==> src/rtl/sdrd_deserializer.sv <==
`default_nettype none
// ============================================================================
// Module   : sdrd_deserializer
// Purpose  : Samples SDRD once per key-PAL read window and assembles LSB-first
//            words for the host, with overrun flag and idle-timeout resync.
// Revision : 1.0
// ============================================================================
module sdrd_deserializer #(
   parameter int WORD_W     = 8,
   parameter int SAMPLE_DLY = 2,
   parameter int IDLE_TO    = 255
) (
   input  logic              clk,
   input  logic              rst_n,
   input  logic              SSER,
   input  logic              BA13,
   input  logic              BA12,
   input  logic              BR_W,
   input  logic              SDRD,
   output logic [WORD_W-1:0] word_out,
   output logic              word_valid,
   input  logic              word_ack,
   output logic              overrun,
   output logic [3:0]        bit_cnt
);

   typedef enum logic [1:0] {
      S_IDLE   = 2'd0,
      S_WAIT   = 2'd1,
      S_SAMPLE = 2'd2,
      S_HOLD   = 2'd3
   } state_t;

   localparam logic [3:0]  c_dly       = 4'(SAMPLE_DLY);
   localparam logic [4:0]  c_word_w    = 5'(WORD_W);
   localparam logic [15:0] c_idle_last = 16'(IDLE_TO - 1);

   state_t             r_state;
   logic               r_win_d;
   logic [3:0]         r_dly_cnt;
   logic [15:0]        r_idle_cnt;
   // Only the WORD_W-1 most recent bits need storing; the newest bit comes
   // straight from SDRD when the word is assembled.
   logic [WORD_W-2:0]  r_sr;

   logic               w_win;
   logic               w_rise;
   logic               w_take;
   logic               w_done;
   logic               w_ack_ok;
   logic [4:0]         w_next_cnt;
   logic [WORD_W-1:0]  w_assembled;

   assign w_win       = ~SSER & ~BA13 & BA12 & BR_W;
   assign w_rise      = w_win & ~r_win_d;
   assign w_take      = (r_state == S_WAIT) && w_win && (r_dly_cnt == c_dly);
   assign w_next_cnt  = {1'b0, bit_cnt} + 5'd1;
   assign w_done      = w_take && (w_next_cnt == c_word_w);
   assign w_ack_ok    = word_ack & word_valid;
   assign w_assembled = {SDRD, r_sr};

   always_ff @(posedge clk or negedge rst_n) begin
      if (!rst_n) begin
         r_state    <= S_IDLE;
         r_win_d    <= 1'b0;
         r_dly_cnt  <= 4'd0;
         r_idle_cnt <= 16'd0;
         r_sr       <= '0;
         bit_cnt    <= 4'd0;
         word_out   <= '0;
         word_valid <= 1'b0;
         overrun    <= 1'b0;
      end else begin
         r_win_d <= w_win;

         case (r_state)
            S_IDLE: begin
               if (w_rise) begin
                  r_state   <= S_WAIT;
                  r_dly_cnt <= 4'd1;
               end
            end
            S_WAIT: begin
               if (!w_win)
                  r_state <= S_IDLE;
               else if (r_dly_cnt == c_dly)
                  r_state <= S_SAMPLE;
               else
                  r_dly_cnt <= r_dly_cnt + 4'd1;
            end
            S_SAMPLE: r_state <= S_HOLD;
            S_HOLD: begin
               if (!w_win)
                  r_state <= S_IDLE;
            end
            default: r_state <= S_IDLE;
         endcase

         // The bit is captured on the edge that ends the last WAIT cycle.
         if (w_take) begin
            r_sr    <= w_assembled[WORD_W-1:1];
            bit_cnt <= w_done ? 4'd0 : w_next_cnt[3:0];
         end

         if (r_state == S_IDLE && !w_rise && bit_cnt != 4'd0) begin
            if (r_idle_cnt == c_idle_last) begin
               bit_cnt    <= 4'd0;
               r_sr       <= '0;
               r_idle_cnt <= 16'd0;
            end else begin
               r_idle_cnt <= r_idle_cnt + 16'd1;
            end
         end else begin
            r_idle_cnt <= 16'd0;
         end

         if (w_done && (!word_valid || word_ack)) begin
            word_out   <= w_assembled;
            word_valid <= 1'b1;
         end else if (w_ack_ok) begin
            word_valid <= 1'b0;
         end

         if (w_done && word_valid && !word_ack)
            overrun <= 1'b1;
         else if (w_ack_ok)
            overrun <= 1'b0;
      end
   end

endmodule
`default_nettype wire

==> config.mk <==
export PLATFORM = sky130hd
export DESIGN_NAME = sdrd_deserializer
export DESIGN_NICKNAME = d
export VERILOG_FILES = /design/src/rtl/sdrd_deserializer.sv
export SDC_FILE = /design/constraint.sdc
export NUM_CORES = 1
export LEC_CHECK = 0
export BUFFER_PORTS_ARGS = -buffer_cell sky130_fd_sc_hd__buf_4
export CAP_MARGIN = 20
export CORE_ASPECT_RATIO = 1.25
export CORE_MARGIN = 10
export CORE_UTILIZATION = 40
export CTS_CLUSTER_SIZE = 12
export DETAILED_ROUTE_END_ITERATION = 8
export GPL_ROUTABILITY_DRIVEN = 0
export GPL_TIMING_DRIVEN = 0
export PLACE_DENSITY = 0.59
export SETUP_SLACK_MARGIN = 0.5
export SYNTH_ARGS = -nofsm -noshare
export SYNTH_HDL_FRONTEND = slang
export SYNTH_SLANG_ARGS = --single-unit
==> constraint.sdc <==
create_clock -name clk -period 5.1 [get_ports clk]
set_clock_uncertainty 0.2 [all_clocks]
set_input_delay 0.255 -clock clk [delete_from_list [all_inputs] [get_ports clk]]
set_output_delay 0.255 -clock clk [all_outputs]
set_load 0.1 [all_outputs]
[Word-level counts from Yosys, hierarchy flattened]
Index checks and enable logic that the tools add are counted.
Storage, ports and cells
  register bits after elaboration: 44
  input port bits: 8
  output and inout port bits: 14
  logic and storage cells: 71
Cells by class
  add/sub/neg operators: 3
  eq/ne operators: 11
  muxes and demuxes: 21
  bitwise operators: 8
  reductions and logical operators: 19
Operators by type and width (count)
  $mux 16: 2
  $mux 4: 7
  $mux 7: 3
  $add 16x1->16 const B: 1
  $eq 16x8->1 const B: 1
  $logic_and 1x1->1: 8
  $mux 2: 4
  $ne 2x2->1 const B: 4
  $pmux 2 s4: 1
  $pmux 4 s2: 1
  $reduce_bool 2->1: 3
  $add 4x1->5 const B: 1
  $and 1x1->1: 5
  $eq 5x4->1 const B: 1
  $add 4x1->4 const B: 1
  $eq 2x2->1 const B: 2
  $eq 4x2->1 const B: 1
  $reduce_and 4->1: 1
  $reduce_bool 4->1: 1
  $logic_not 1->1: 3
  $mux 1: 3
  $ne 3x2->1 const B: 1
  $not 1->1: 3
  $reduce_and 3->1: 1
  3 further kinds: 3

[Logic depth before layout (Yosys ltp)]
  depth in word-level cells: 11
  depth in mapped cells: 7
  depth with buffers taken out: 6

[Least setup slack after synthesis]
No wires, ideal clock.
  kind: register to register
  start: register bit_cnt[0]
  end: register word_out[7]
  library setup time: 128 ps
  arrival: 2204 ps
  required time: 4772 ps
  setup slack: 2567 ps
  stages on the path, launching flop included: 6
  buffers on the path: 0
  period minus slack after synthesis: 2533 ps
  cells stage by stage: dfrtp_1 > ha_1 > inv_1 > nor3_1 > nand3_4 > mux2_1
Between the ends
  longest elaborated chain between the ends: 4
RTL lines
  from (decl): RTL line 24  | output logic [3:0] bit_cnt
  from (signal assigned): RTL line 102  | bit_cnt <= w_done ? 4'd0 : w_next_cnt[3:0];
  $add 4x1->5: RTL line 57  | assign w_next_cnt = {1'b0, bit_cnt} + 5'd1;
  $eq 5x4->1: RTL line 58  | assign w_done = w_take && (w_next_cnt == c_word_w);
  $logic_and 1x1->1: RTL line 58
  $logic_and 1x1->1: RTL line 117  | if (w_done && (!word_valid || word_ack)) begin
  to (signal assigned): RTL line 118  | word_out <= w_assembled;
  to (decl): RTL line 20  | output logic [WORD_W-1:0] word_out,
No other way between the ends.
A chain may end at the register's enable or synchronous reset.

[Final worst setup path]
  start: register r_idle_cnt[0]
  end: register r_idle_cnt[9]
Between the ends
  longest elaborated chain between the ends: 3
  elaborated cells between the ends (all ways): 4
  those cells by class: add/sub: 1; eq/ne: 1; mux: 2
RTL lines
  from (decl): RTL line 41  | logic [15:0] r_idle_cnt;
  from (signal assigned): RTL line 111  | r_idle_cnt <= r_idle_cnt + 16'd1;
  $add 16x1->16 / $eq 16x8->1 (equally long branches): RTL line 111, 106
  $mux 16 *: RTL line 106  | if (r_idle_cnt == c_idle_last) begin
  $mux 16 *: RTL line 105  | if (r_state == S_IDLE && !w_rise && bit_cnt != 4'd0) begin
Mark *: on every way between the ends. The rest lies on a longest branch, timed or not.

==> results.yml <==
clock_tree:
  cts-root-buf: "clkbuf_8"
  clock_latency_ns: 0.30
  clk_path_buf_depth: 2
  cts_tree: "built"
  cts_max_level: 2
  cts_sinks: 44
  clkTransAtPathRegs_ns: 0.08
  cts_made_buffers: 5
worst_setup_path:
  ff2ff_setup_slack_ns: 3.06
  worstReg2RegEnd: "r_idle_cnt[9]$_DFF_PN0_"
  slowest_delay_ns: 0.43
  reg2reg_depth: 7
  critPathMaxFanout: 10
  start_kind: "flip-flop"
  cp.required_ns: 5.08
  crit_arrival_ns: 2.02
  worstSetupPathType: "reg -> reg"
  worst_setup_path_end_kind: "flip-flop"
  crit_chain: "inv_1, ha_1, nor4b_1, nand3_1, o21bai_2, buf_2, nor2_1"
  cpMaxStageDelayCell: "dfrtp_1"
  r2r-start: "r_idle_cnt[0]$_DFF_PN0_"
detailed_routing:
  dr_total_vias: 1449
  wire_per_inst_um: 13.3
  postRouteAntennaNets: 0
  drtIter0Drc: 57
  routed_wirelength_um: 3800
  vias_per_cell: 5.07
  first_pass_iters: 4
  drc: 0
synth:
  synth_flop_cell: "dfrtp_1"
  synth_cells: 192
  yosys_warnings: 0
  synthArstFlopShare: 1.00
  post-synth-top-count-cell: "dfrtp_1"
  yosysUniqueCellTypes: 37
  ys_seq_area_frac: 0.526
  synth_top_area_share: 0.526
  ys_top_cells_by_area: "dfrtp_1, nor2_1, xnor2_1, mux2i_1, mux2_2"
  synth_area_um2: 2090
  ys_seq_elements: 44
  synth_commonest_cells: "dfrtp_1, nor2_1, xnor2_1"
  post_synth.cell_area_avg_um2: 10.9
  synth_top_cell_by_area: "dfrtp_1"
  synth_edf_count: 0
  syn-num-nets: 206
floorplanning:
  die-height_um: 101
  rows: 29
  dieWidth_um: 84.7
  die-area_um2: 8550
  core_area_um2: 5080
  ios: 22
  start_util: 0.412
global_routing:
  grt_usage: 0.0948
  grt_overflow_total: 0
  antenna_found_initial: 0
  grt_pass1_wl_um: 6750
  grt_pass1_vias: 1433
  grt_max_degree: 45
timing:
  hold_viol: 0
  rsz0062_at_grt: "no"
  worst_slew_pin_slew_ns: 0.554
  whs_ns: 0.234
  post-route-period-util: 0.401
  tns_ns: 0
  setup_viol: 0
  finalCriticalPeriod_ns: 2.04
  fmax_mhz: 489
  slew_violations: 0
  slew_headroom: 0.631
min_path:
  min_to: "r_win_d$_DFF_PN0_"
  hold_start: "BR_W"
  hold_depth: 4
  hp-class: "in -> reg"
layout:
  nets: 237
  diodes: 0
  fillers: 474
  area_growth_pct: 18.0
  drive_gt1_frac: 0.201
job:
  maxCapViolCount: 0
power_and_ir_drop:
  vdd_ir_drop_max_uv: 173
  p_per_area_nw_per_um2: 265
  p_leak_nw: 1.11
run_status:
  status: "finished, final reports clean"
place:
  dp_hpwl_um: 2700
  port_buffers: 21
-- where the power goes --
group | switching, mW | internal [mW]
sequential | 0.00473 | 0.353
clock | 0.118 | 0.145
combinational | 0.0201 | 0.0136
total | 0.143 | 0.512
-- sequential cells by signal, summed over array words and instances, names as in the netlist, named ones only --
signal	flops
word_out	8
r_sr	7
r_state	1
bit_cnt	4
r_idle_cnt	16
r_dly_cnt	4
overrun	1
r_win_d	1
word_valid	1
-- worst max path at each step --
stage                                 start                       to  slack (ns)  depth (start not counted)
CTS                    bit_cnt[0]$_DFF_PN0_  word_out[7]$_DFFE_PN0P_        3.03                          5
global route        r_idle_cnt[0]$_DFF_PN0_  r_idle_cnt[9]$_DFF_PN0_        2.83                          7
global placement    r_idle_cnt[0]$_DFF_PN0_  r_idle_cnt[8]$_DFF_PN0_        3.07                          7
floorplan              bit_cnt[0]$_DFF_PN0_  word_out[7]$_DFFE_PN0P_        2.57                          5
detailed placement     bit_cnt[0]$_DFF_PN0_  word_out[7]$_DFFE_PN0P_        3.04                          5
finish              r_idle_cnt[0]$_DFF_PN0_  r_idle_cnt[9]$_DFF_PN0_        3.06                          7
-- what timing repair did --
item,4_1_cts,5_1_grt
buffers inserted,0,0
resized for setup,0,0
hold endpoints to repair,47,0
setup endpoints to repair,0,0
hold buffers,3,0
-- per-layer routing --
layer	GRT usage	wire [um]	up-vias	part of all wire
met4	0.0305	55	0	0.014
li1	-	-	726	-
met5	0	0	-	0
met1	0.113	1710	698	0.45
met2	0.153	1820	20	0.48
met3	0.0372	215	5	0.057
-- critical path, delay by kind of cell (launching register included) --
| family | cells | cell delay (ns) |
|---|---|---|
| simple gates | 3 | 0.50 |
| flops | 1 | 0.43 |
| fa+ha+maj | 1 | 0.14 |
| buf+inv | 2 | 0.35 |
| compound gates | 1 | 0.30 |
-- through the flow --
| step | total power [mW] | instance area (um^2) | instances | worst slack (ns) | utilization |
|---|---|---|---|---|---|
| 6_report | 0.654 | 2470 | 286 | 3.06 | 0.486 |
| 5_1_grt | 0.686 | 2470 | 286 | 2.83 | 0.486 |
| 4_1_cts | 0.668 | 2470 | 286 | 3.03 | 0.486 |
| 3_5_place_dp | 0.398 | 2330 | 275 | 3.04 | 0.459 |
| 3_3_place_gp | 0.397 | 2330 | 275 | 3.07 | 0.459 |
| 2_1_floorplan | 0.382 | 2090 | 192 | 2.57 | - |
-- cell usage in the layout, fill, tap and decap left out, types with 2 or more instances in the layout --
master,count
dfrtp_1,44
nor2_1,31
buf_4,22
xnor2_1,11
nand3_1,9
mux2i_1,9
nand2_1,9
inv_1,7
nor4_1,7
mux2_2,7
ha_1,6
nand2b_1,5
nor3_1,5
xor2_1,5
clkbuf_8,5
buf_2,4
nand4_1,4
a21oi_1,3
a22o_1,3
o21ai_0,3
dlygate4sd3_1,3
and3_1,2
-- kinds of logic after synthesis --
family          after synthesis  synth area share
simple gates                 81             0.207
flops                        44             0.526
buf+inv                      13            0.0275
compound gates               15            0.0514
mux                          17            0.0860
fa+ha+maj                     6            0.0358
xor+xnor                     16            0.0669
-- cell type report --
| cell class | count | area [um^2] | area share |
|---|---|---|---|
| Timing Repair Buffer | 24 | 188 | 0.0759 |
| Sequential cell | 44 | 1100 | 0.446 |
| Clock inverter | 3 | 42.5 | 0.0172 |
| Clock buffer | 5 | 68.8 | 0.0278 |
| Inverter | 7 | 26.3 | 0.0106 |
| Buffer | 6 | 31.3 | 0.0127 |
| Tap cell | 62 | 77.6 | 0.0314 |
| Multi-Input combinational cell | 135 | 936 | 0.379 |
Power figures use the tool's default switching activity.
